`src/rtl/chicken_pkg.sv`:
```
// Shared definitions for the chicken race turn sequencer: state codes,
// player-count decode, start tiles and the ring increment helper.
package chicken_pkg;

    typedef enum logic [2:0] {
        IDLE    = 3'b000,
        WAIT_GO = 3'b001,
        FETCH   = 3'b010,
        COMPARE = 3'b011,
        MOVE    = 3'b100,
        PASS    = 3'b101,
        HANDOFF = 3'b110,
        WIN     = 3'b111
    } state_t;

    localparam int NUM_PLAYERS = 4;

    // Code 11 is not a legal count; it behaves like a four-player game.
    function automatic logic [2:0] player_count(input logic [1:0] n);
        case (n)
            2'b00:   return 3'd2;
            2'b01:   return 3'd3;
            default: return 3'd4;
        endcase
    endfunction

    function automatic logic [4:0] start_tile(input logic [1:0] idx);
        case (idx)
            2'd0:    return 5'd0;
            2'd1:    return 5'd6;
            2'd2:    return 5'd12;
            default: return 5'd18;
        endcase
    endfunction

    function automatic logic [4:0] wrap_inc(input logic [4:0] p, input logic [4:0] last);
        return (p == last) ? 5'd0 : p + 5'd1;
    endfunction

endpackage

```
`src/rtl/chicken_pos_regs.sv`:
```
// Per-player ring position and step counters with a single write port
// selected by the current player index.
module chicken_pos_regs
    import chicken_pkg::*;
#(
    parameter int BOARD_LEN = 24
) (
    input  logic            clk,
    input  logic            rst_n,
    input  logic            we,
    input  logic [1:0]      idx,
    output logic [3:0][4:0] pos,
    output logic [3:0][4:0] steps
);

    localparam logic [4:0] LAST_TILE = 5'(BOARD_LEN - 1);

    always_ff @(posedge clk or negedge rst_n) begin
        if (!rst_n) begin
            for (int i = 0; i < NUM_PLAYERS; i++) begin
                pos[i]   <= start_tile(2'(i));
                steps[i] <= '0;
            end
        end else if (we) begin
            pos[idx]   <= wrap_inc(pos[idx], LAST_TILE);
            steps[idx] <= steps[idx] + 5'd1;
        end
    end

endmodule

```
`src/rtl/turn_sequencer.sv`:
```
// Turn sequencer: flips a card, looks up the tile ahead of the current
// chicken, and either steps it forward or hands the turn to the next player.
module turn_sequencer
    import chicken_pkg::*;
#(
    parameter int BOARD_LEN = 24,
    parameter int LAP_STEPS = 24
) (
    input  logic       clk,
    input  logic       rst_n,
    input  logic [1:0] N,
    input  logic [1:0] turn,
    input  logic       go,
    input  logic [3:0] card_id,
    output logic [4:0] tile_addr,
    input  logic [3:0] tile_id,
    output logic [2:0] Q,
    output logic       statecombo_next_turn,
    output logic       move_fwd,
    output logic [4:0] pos0,
    output logic [4:0] pos1,
    output logic [4:0] pos2,
    output logic [4:0] pos3,
    output logic       winner_valid,
    output logic [1:0] winner
);

    localparam logic [4:0] LAST_TILE = 5'(BOARD_LEN - 1);
    localparam logic [4:0] LAP       = 5'(LAP_STEPS);

    state_t          state, state_nxt;
    logic [3:0]      card_q;
    logic [1:0]      pidx;
    logic [3:0][4:0] pos, steps;
    logic [4:0]      step_nxt;
    logic            pos_we;

    // Out-of-range turn values fall back to player 0, so unused slots never move.
    assign pidx     = ({1'b0, turn} >= player_count(N)) ? 2'd0 : turn;
    assign step_nxt = steps[pidx] + 5'd1;

    chicken_pos_regs #(.BOARD_LEN(BOARD_LEN)) u_pos_regs (
        .clk   (clk),
        .rst_n (rst_n),
        .we    (pos_we),
        .idx   (pidx),
        .pos   (pos),
        .steps (steps)
    );

    always_ff @(posedge clk or negedge rst_n) begin
        if (!rst_n) state <= IDLE;
        else        state <= state_nxt;
    end

    always_comb begin
        state_nxt            = state;
        move_fwd             = 1'b0;
        statecombo_next_turn = 1'b0;
        pos_we               = 1'b0;
        unique case (state)
            IDLE:    state_nxt = WAIT_GO;
            WAIT_GO: if (go) state_nxt = FETCH;
            FETCH:   state_nxt = COMPARE;
            COMPARE: state_nxt = (card_q == tile_id) ? MOVE : PASS;
            MOVE: begin
                move_fwd  = 1'b1;
                pos_we    = 1'b1;
                state_nxt = (step_nxt == LAP) ? WIN : WAIT_GO;
            end
            PASS:    state_nxt = HANDOFF;
            HANDOFF: begin
                statecombo_next_turn = 1'b1;
                state_nxt            = WAIT_GO;
            end
            WIN:     state_nxt = WIN;
        endcase
    end

    // The ROM address is registered on the go pulse so it is stable for the
    // whole FETCH/COMPARE window and the ROM data lines up with COMPARE.
    always_ff @(posedge clk or negedge rst_n) begin
        if (!rst_n) begin
            card_q       <= '0;
            tile_addr    <= '0;
            winner       <= '0;
            winner_valid <= 1'b0;
        end else begin
            if (state == WAIT_GO && go) begin
                card_q    <= card_id;
                tile_addr <= wrap_inc(pos[pidx], LAST_TILE);
            end
            if (state == MOVE && state_nxt == WIN) begin
                winner       <= pidx;
                winner_valid <= 1'b1;
            end
        end
    end

    assign Q    = state;
    assign pos0 = pos[0];
    assign pos1 = pos[1];
    assign pos2 = pos[2];
    assign pos3 = pos[3];

endmodule

```
`config.mk`:
```
export PLATFORM = sky130hd
export DESIGN_NAME = turn_sequencer
export DESIGN_NICKNAME = d
export VERILOG_FILES = /design/src/rtl/chicken_pkg.sv /design/src/rtl/chicken_pos_regs.sv /design/src/rtl/turn_sequencer.sv
export SDC_FILE = /design/constraint.sdc
export NUM_CORES = 1
export LEC_CHECK = 0
export BUFFER_PORTS_ARGS = -buffer_cell sky130_fd_sc_hd__buf_2
export CAP_MARGIN = 20
export CORE_MARGIN = 5
export CORE_UTILIZATION = 40
export DETAILED_ROUTE_END_ITERATION = 10
export PLACE_DENSITY = 0.57
export SYNTH_ARGS = -nofsm -noshare
export SYNTH_HDL_FRONTEND = slang
export SYNTH_HIERARCHICAL = 1
export SYNTH_SLANG_ARGS = --single-unit
export TNS_END_PERCENT = 10
```
`constraint.sdc`:
```
create_clock -name clk -period 4.1 [get_ports clk]
set_input_delay 0.205 -clock clk [delete_from_list [all_inputs] [get_ports clk]]
set_output_delay 0.205 -clock clk [all_outputs]
set_load 0.05 [all_outputs]
```
==> results of run 1 <==
per-layer routing:
layer	GRT usage [%]	up-vias	routed length (um)
met5	0	-	0
met4	5.076	0	99
met3	3.022	8	297
met2	25.85	56	3622
met1	21.89	1127	3340
li1	-	1080	-
cell usage in the layout, fill, tap and decap left out, types with 5 or more instances in the layout:
| cell | instances |
|---|---|
| nor2_1 | 15 |
| buf_2 | 47 |
| dfstp_2 | 6 |
| a21oi_1 | 11 |
| inv_1 | 9 |
| o21ai_0 | 13 |
| mux4_2 | 7 |
| dfrtp_1 | 49 |
| nand3_1 | 5 |
| ha_1 | 5 |
| mux2_2 | 17 |
| clkbuf_8 | 6 |
| o21ai_1 | 9 |
| buf_4 | 8 |
| nand2_1 | 24 |
| xnor2_1 | 9 |
| mux2i_1 | 9 |
path summary, 6_finish.rpt:
check | start | endpoint | depth (start not counted)
worst max-delay path | N[1] | u_pos_regs/pos[14] | 11
worst min-delay path | rst_n | u_pos_regs/steps[11] | 2
worst max register to register | Q[2] | u_pos_regs/steps[11] | 5
worst min register to register | u_pos_regs/steps[14] | u_pos_regs/steps[14] | 1
max in group asynchronous | rst_n | card_q[1] | 2
min in group clk | card_id[0] | card_q[0] | 2
state kept, by name (all words and copies together) (netlist names):
register / count
Q: 3
card_q: 4
tile_addr: 5
u_pos_regs/pos: 20
u_pos_regs/steps: 20
winner: 2
winner_valid: 1
worst max-delay path, delay by kind of cell:
kind | cells | cell delay (ps)
AOI/OAI and AO/OA | 2 | 340
adders and majority gates | 2 | 530
muxes | 1 | 620
and+or+nand+nor | 4 | 940
buffers and inverters | 2 | 640
cell families (layout without fill, tap and decap cells):
kind of cell,Yosys count,in the layout,share of synthesized area [%]
AND/OR/NAND/NOR,78,78,14.59
XOR/XNOR,12,12,3.730
adder cells (fa/ha/maj),5,5,2.072
multiplexers,35,35,16.29
flip-flops,55,55,45.84
AO/OA/AOI/OAI,60,60,13.34
buffers and inverters,22,73,4.144
per-stage QoR:
stage	instance area, um2	power (mW)	util, %	hold slack [ps]
detailed placement	3351	2.376	45.95	391.6
global placement	3351	2.355	45.95	383.7
floorplan	3019	2.006	-	-90.59
global route	3468	2.894	47.56	90.12
CTS	3468	2.758	47.56	43.47
finish	3468	2.731	47.56	19.16
layout make-up:
| type | count | area [um2] | area share (%) |
|---|---|---|---|
| clock buffer | 6 | 82.58 | 2.381 |
| multi-input combinational | 190 | 1510 | 43.54 |
| inverter | 10 | 37.54 | 1.082 |
| sequential | 55 | 1384 | 39.90 |
| clock inverter | 2 | 35.03 | 1.010 |
| timing repair buffer | 55 | 295.3 | 8.514 |
| tap | 99 | 123.9 | 3.571 |
where the power goes:
group	internal, mW	total [mW]	switching, mW
logic	0.447	1.35	0.905
registers	0.778	1.00	0.227
clock network	0.198	0.375	0.177
==> results.sh, run 1 <==
export IMPL_cpPeakStageDelay_ps=620
export IMPL_synth_common_cells="dfrtp_1 (49), nand2_1 (24), mux2_2 (17), nor2_1 (15), o21ai_0 (13)"
export IMPL_die_h_um=96.88
export IMPL_clk_root_buffer_cell="clkbuf_8"
export IMPL_yosysTopAreaCell="dfrtp_1"
export IMPL_synth_cell_types=62
export IMPL_worst_slew_pin_transition_ps=842.8
export IMPL_path_common_cell="ha_1"
export IMPL_synth_seq_cells=55
export IMPL_overflow=0
export IMPL_post_route_period_util_pct=75.97
export IMPL_die_area_mm2=0.009386
export IMPL_slew_violations=0
export IMPL_track_usage_pct=16.06
export IMPL_via_per_inst=5.446
export IMPL_synth_top_cells_by_area="dfrtp_1 (41%), mux2_2 (6.3%), dfstp_2 (5.2%)"
export IMPL_critPathLaunchType="input port"
export IMPL_synthesis_instances=267
export IMPL_rsz0062_at_grt="no"
export IMPL_dp_cells=409
export IMPL_finalSetupTns_ps=0
export IMPL_num_antenna_cells=0
export IMPL_drc=0
export IMPL_cts_resized=0
export IMPL_drt_initial_drc_count=128
export IMPL_hold_viol=0
export IMPL_grt_max_degree=56
export IMPL_relSlewSlack_pct=43.70
export IMPL_rows=31
export IMPL_grt_first_pass_wirelength_mm=12.32
export IMPL_p_leak_nw=1.575
export IMPL_die_width_um=96.88
export IMPL_synth_edf_count=0
export IMPL_max_freq_ghz=0.3211
export IMPL_cts_made_buffers=5
export IMPL_synth_ff_type="dfrtp_1"
export IMPL_dp_slack_ps=669.6
export IMPL_cp_slowest_cell="mux4_2"
export IMPL_h_tree_depth=2
export IMPL_coreArea_mm2=0.007292
export IMPL_firstDrtPassIters=4
export IMPL_synth_avg_cell_area_um2=11.31
export IMPL_num_vias=2271
export IMPL_hpwl_mm=5.365
export IMPL_antenna_left=0
export IMPL_drive_gt1_share_pct=34.59
export IMPL_status="finished clean"
export IMPL_clkSinkCount=55
export IMPL_antenna_found_initial=0
export IMPL_first_global_vias=2265
export IMPL_ys_async_sr_fraction_pct=100.0
export IMPL_area_growth_pct=14.88
export IMPL_finalWirelength_mm=7.360
export IMPL_finClkSkew_ps=7.694
export IMPL_min_path_type="in -> async"
export IMPL_required_ps=4290
export IMPL_synth_top_area_share_pct=40.61
export IMPL_min_period_ps=3115
export IMPL_r2r_slack_ps=1860
export IMPL_ioPinCount=48
export IMPL_worstPathCellList="buf_2 -> and2b_2 -> ha_1 -> or3b_1 -> nand3_2 -> inv_1 -> mux4_2 -> ha_1 -> and4b_1 -> a21oi_2 -> o21ai_1"
export IMPL_seq_area_frac_synth_pct=45.84
export IMPL_port_buffer_count=47
export IMPL_cts_tree="yes"
export IMPL_vdd_drop_max_uv=255.2
export IMPL_worst_setup_path_type="in -> reg"
export IMPL_fill_cells=723
export IMPL_setup_slack_ps=985.3
export IMPL_path_clk_slew_ps=90
export IMPL_cp_max_fo=14
export IMPL_place_gp_congestion=0.8983
export IMPL_cts_buffer_depth=2
export IMPL_syn_nets=287
export IMPL_layoutNonFillerInstCount=417
export IMPL_final_setup_viol_count=0
export IMPL_cts_hold_buf=0
export IMPL_cts_setup_buffers=0
export IMPL_routedWlPerCell_um=17.65
export IMPL_powerDensity_mw_per_mm2=787.5
export IMPL_synth_area_mm2=0.003019
export IMPL_synth_most_common_cell="dfrtp_1"
export IMPL_clkLatencyLatePin_ps=310
export IMPL_start_util_pct=41.40
export IMPL_cp_end_kind="register"
export IMPL_yosysWarnings=6
export IMPL_arrival_ps=3310
export IMPL_fin_nets=337
export IMPL_cap_violations=0
(Power assumes the default switching activity.)
==> run 2, diff against run 1 <==
Clock period 4.1 ns to 3 ns, I/O delays scaled along.
==> run 2 against run 1 <==
Against the previous run: clock power is 37% higher; first-iteration DRC count is 18% lower; global-route usage is 0.053 points lower; highest routed layer unchanged; critical path depth stayed put; flip-flop and latch count stayed put; combinational power is 39% higher; clock-buffer cell count stayed put; utilization is 1.1 points higher.
==> results.sh, run 2 (synthesis results as in run 1) <==
export IMPL_coreArea_mm2=0.007292
export IMPL_rr_worst_depth=6
export IMPL_arrival_ps=2870
export IMPL_path_common_cell="ha_1"
export IMPL_h_tree_depth=2
export IMPL_cp_max_fo=9
export IMPL_total_power_mw=3.753
export IMPL_hpwl_mm=5.523
export IMPL_worst_setup_path_type="in -> reg"
export IMPL_reg2reg_to="u_pos_regs/steps[2]"
export IMPL_area_growth_pct=17.45
export IMPL_rsz0062_at_grt="no"
export IMPL_cp_slowest_cell="mux4_2"
export IMPL_max_freq_ghz=0.3742
export IMPL_port_buffer_count=47
export IMPL_via_per_inst=5.422
export IMPL_grt_max_degree=39
export IMPL_finalWirelength_mm=7.286
export IMPL_track_usage_pct=16.01
export IMPL_antenna_left=0
export IMPL_rows=31
export IMPL_hold_viol=0
export IMPL_clkSinkCount=55
export IMPL_vdd_drop_max_uv=310.9
export IMPL_antenna_found_initial=0
export IMPL_fin_nets=347
export IMPL_hold_end="card_q[3]"
export IMPL_final_cell_mix="dfrtp_1 (49), buf_2 (47), nand2_1 (24), mux2_2 (17), buf_4 (17)"
export IMPL_multi_input_area_mm2=0.001510
export IMPL_drt_initial_drc_count=105
export IMPL_post_route_period_util_pct=89.07
export IMPL_first_global_vias=2355
export IMPL_clkLatencyLatePin_ps=310
export IMPL_r2r_slack_ps=840
export IMPL_reg_top3="u_pos_regs/pos (20), u_pos_regs/steps (20), tile_addr (5)"
export IMPL_routedWlPerCell_um=17.06
export IMPL_p_leak_nw=1.622
export IMPL_num_antenna_cells=0
export IMPL_cts_resized=0
export IMPL_start_util_pct=41.40
export IMPL_cts_setup_buffers=0
export IMPL_slew_violations=0
export IMPL_min_path_cells=2
export IMPL_cts_tree="yes"
export IMPL_cap_violations=0
export IMPL_drc=0
export IMPL_min_period_ps=2672
export IMPL_min_path_type="in -> reg"
export IMPL_critPathLaunchType="input port"
export IMPL_cts_buffer_depth=2
export IMPL_finalSetupTns_ps=0
export IMPL_whs_ps=69.50
export IMPL_r2r_start="Q[2]"
export IMPL_worstPathCellList="buf_2 -> and2b_2 -> ha_1 -> or3b_1 -> nand3_2 -> inv_1 -> mux4_2 -> ha_1 -> and4b_1 -> a21oi_2 -> o21ai_1"
export IMPL_cts_hold_buf=1
export IMPL_finClkSkew_ps=8.683
export IMPL_die_area_mm2=0.009386
export IMPL_overflow=0
export IMPL_path_clk_slew_ps=100
export IMPL_setup_slack_ps=327.8
export IMPL_powerDensity_mw_per_mm2=1058
export IMPL_relSlewSlack_pct=49.95
export IMPL_critPathBufInv=2
export IMPL_ioPinCount=48
export IMPL_final_setup_viol_count=0
export IMPL_num_vias=2315
export IMPL_min_from="card_id[3]"
export IMPL_layout_commonest_cell="dfrtp_1"
export IMPL_place_gp_congestion=0.8663
export IMPL_clk_root_buffer_cell="clkbuf_8"
export IMPL_die_width_um=96.88
export IMPL_worst_slew_pin_transition_ps=748.3
export IMPL_dp_slack_ps=5.645
export IMPL_fill_cells=732
export IMPL_cpPeakStageDelay_ps=610
export IMPL_cts_made_buffers=5
export IMPL_firstDrtPassIters=4
export IMPL_critPathTopFamily="simple AND/OR/NAND/NOR gates"
export IMPL_required_ps=3200
export IMPL_cp_end_kind="register"
export IMPL_grt_first_pass_wirelength_mm=12.37
export IMPL_regArea_mm2=0.001384
export IMPL_die_h_um=96.88
export IMPL_drive_gt1_share_pct=36.28
export IMPL_status="finished clean"
run 2: cell types whose count changed in the layout (fill, tap and decap cells not counted):
cell / previous run / this run
buf_4: 8 / 17
dlygate4sd3_1: 0 / 1
run 2: power breakdown:
part | switching, mW | internal, mW | leakage (nW)
clock | 0.242 | 0.271 | 0.0612
combinational | 1.24 | 0.626 | 0.877
sequential | 0.307 | 1.06 | 0.684
run 2: metrics by stage:
| stage | cell area, um2 | std cells | utilization [%] |
|---|---|---|---|
| 2_1_floorplan | 3019 | 267 | - |
| 3_3_place_gp | 3418 | 418 | 46.88 |
| 3_5_place_dp | 3418 | 418 | 46.88 |
| 4_1_cts | 3546 | 427 | 48.63 |
| 5_1_grt | 3546 | 427 | 48.63 |
| 6_report | 3546 | 427 | 48.63 |
run 2: worst max-delay path by stage:
stage	slack (ps)	cells past startpoint	end	startpoint
2_1_floorplan	150	6	u_pos_regs/pos[3]	Q[2]
3_3_place_gp	100	11	u_pos_regs/steps[12]	N[1]
3_5_place_dp	6	11	u_pos_regs/pos[14]	N[1]
4_1_cts	320	11	u_pos_regs/pos[14]	N[1]
5_1_grt	150	11	u_pos_regs/steps[12]	N[1]
6_report	330	11	u_pos_regs/pos[14]	N[1]
run 2: area by class of cell:
class                           count  share of cell area, %
Clock buffer                        6                  2.329
Clock inverter                      2                 0.9880
Inverter                           10                  1.059
Multi-Input combinational cell    190                  42.59
Sequential cell                    55                  39.03
Tap cell                           99                  3.493
Timing Repair Buffer               65                  10.52
run 2: metal layers:
metal / part of all wire (%) / global-route usage [%] / vias to the layer above
li1: - / - / 1101
met1: 45 / 21.68 / 1163
met2: 49 / 26.38 / 44
met3: 4.6 / 2.950 / 7
met4: 1.1 / 4.212 / 0
met5: 0 / 0 / -
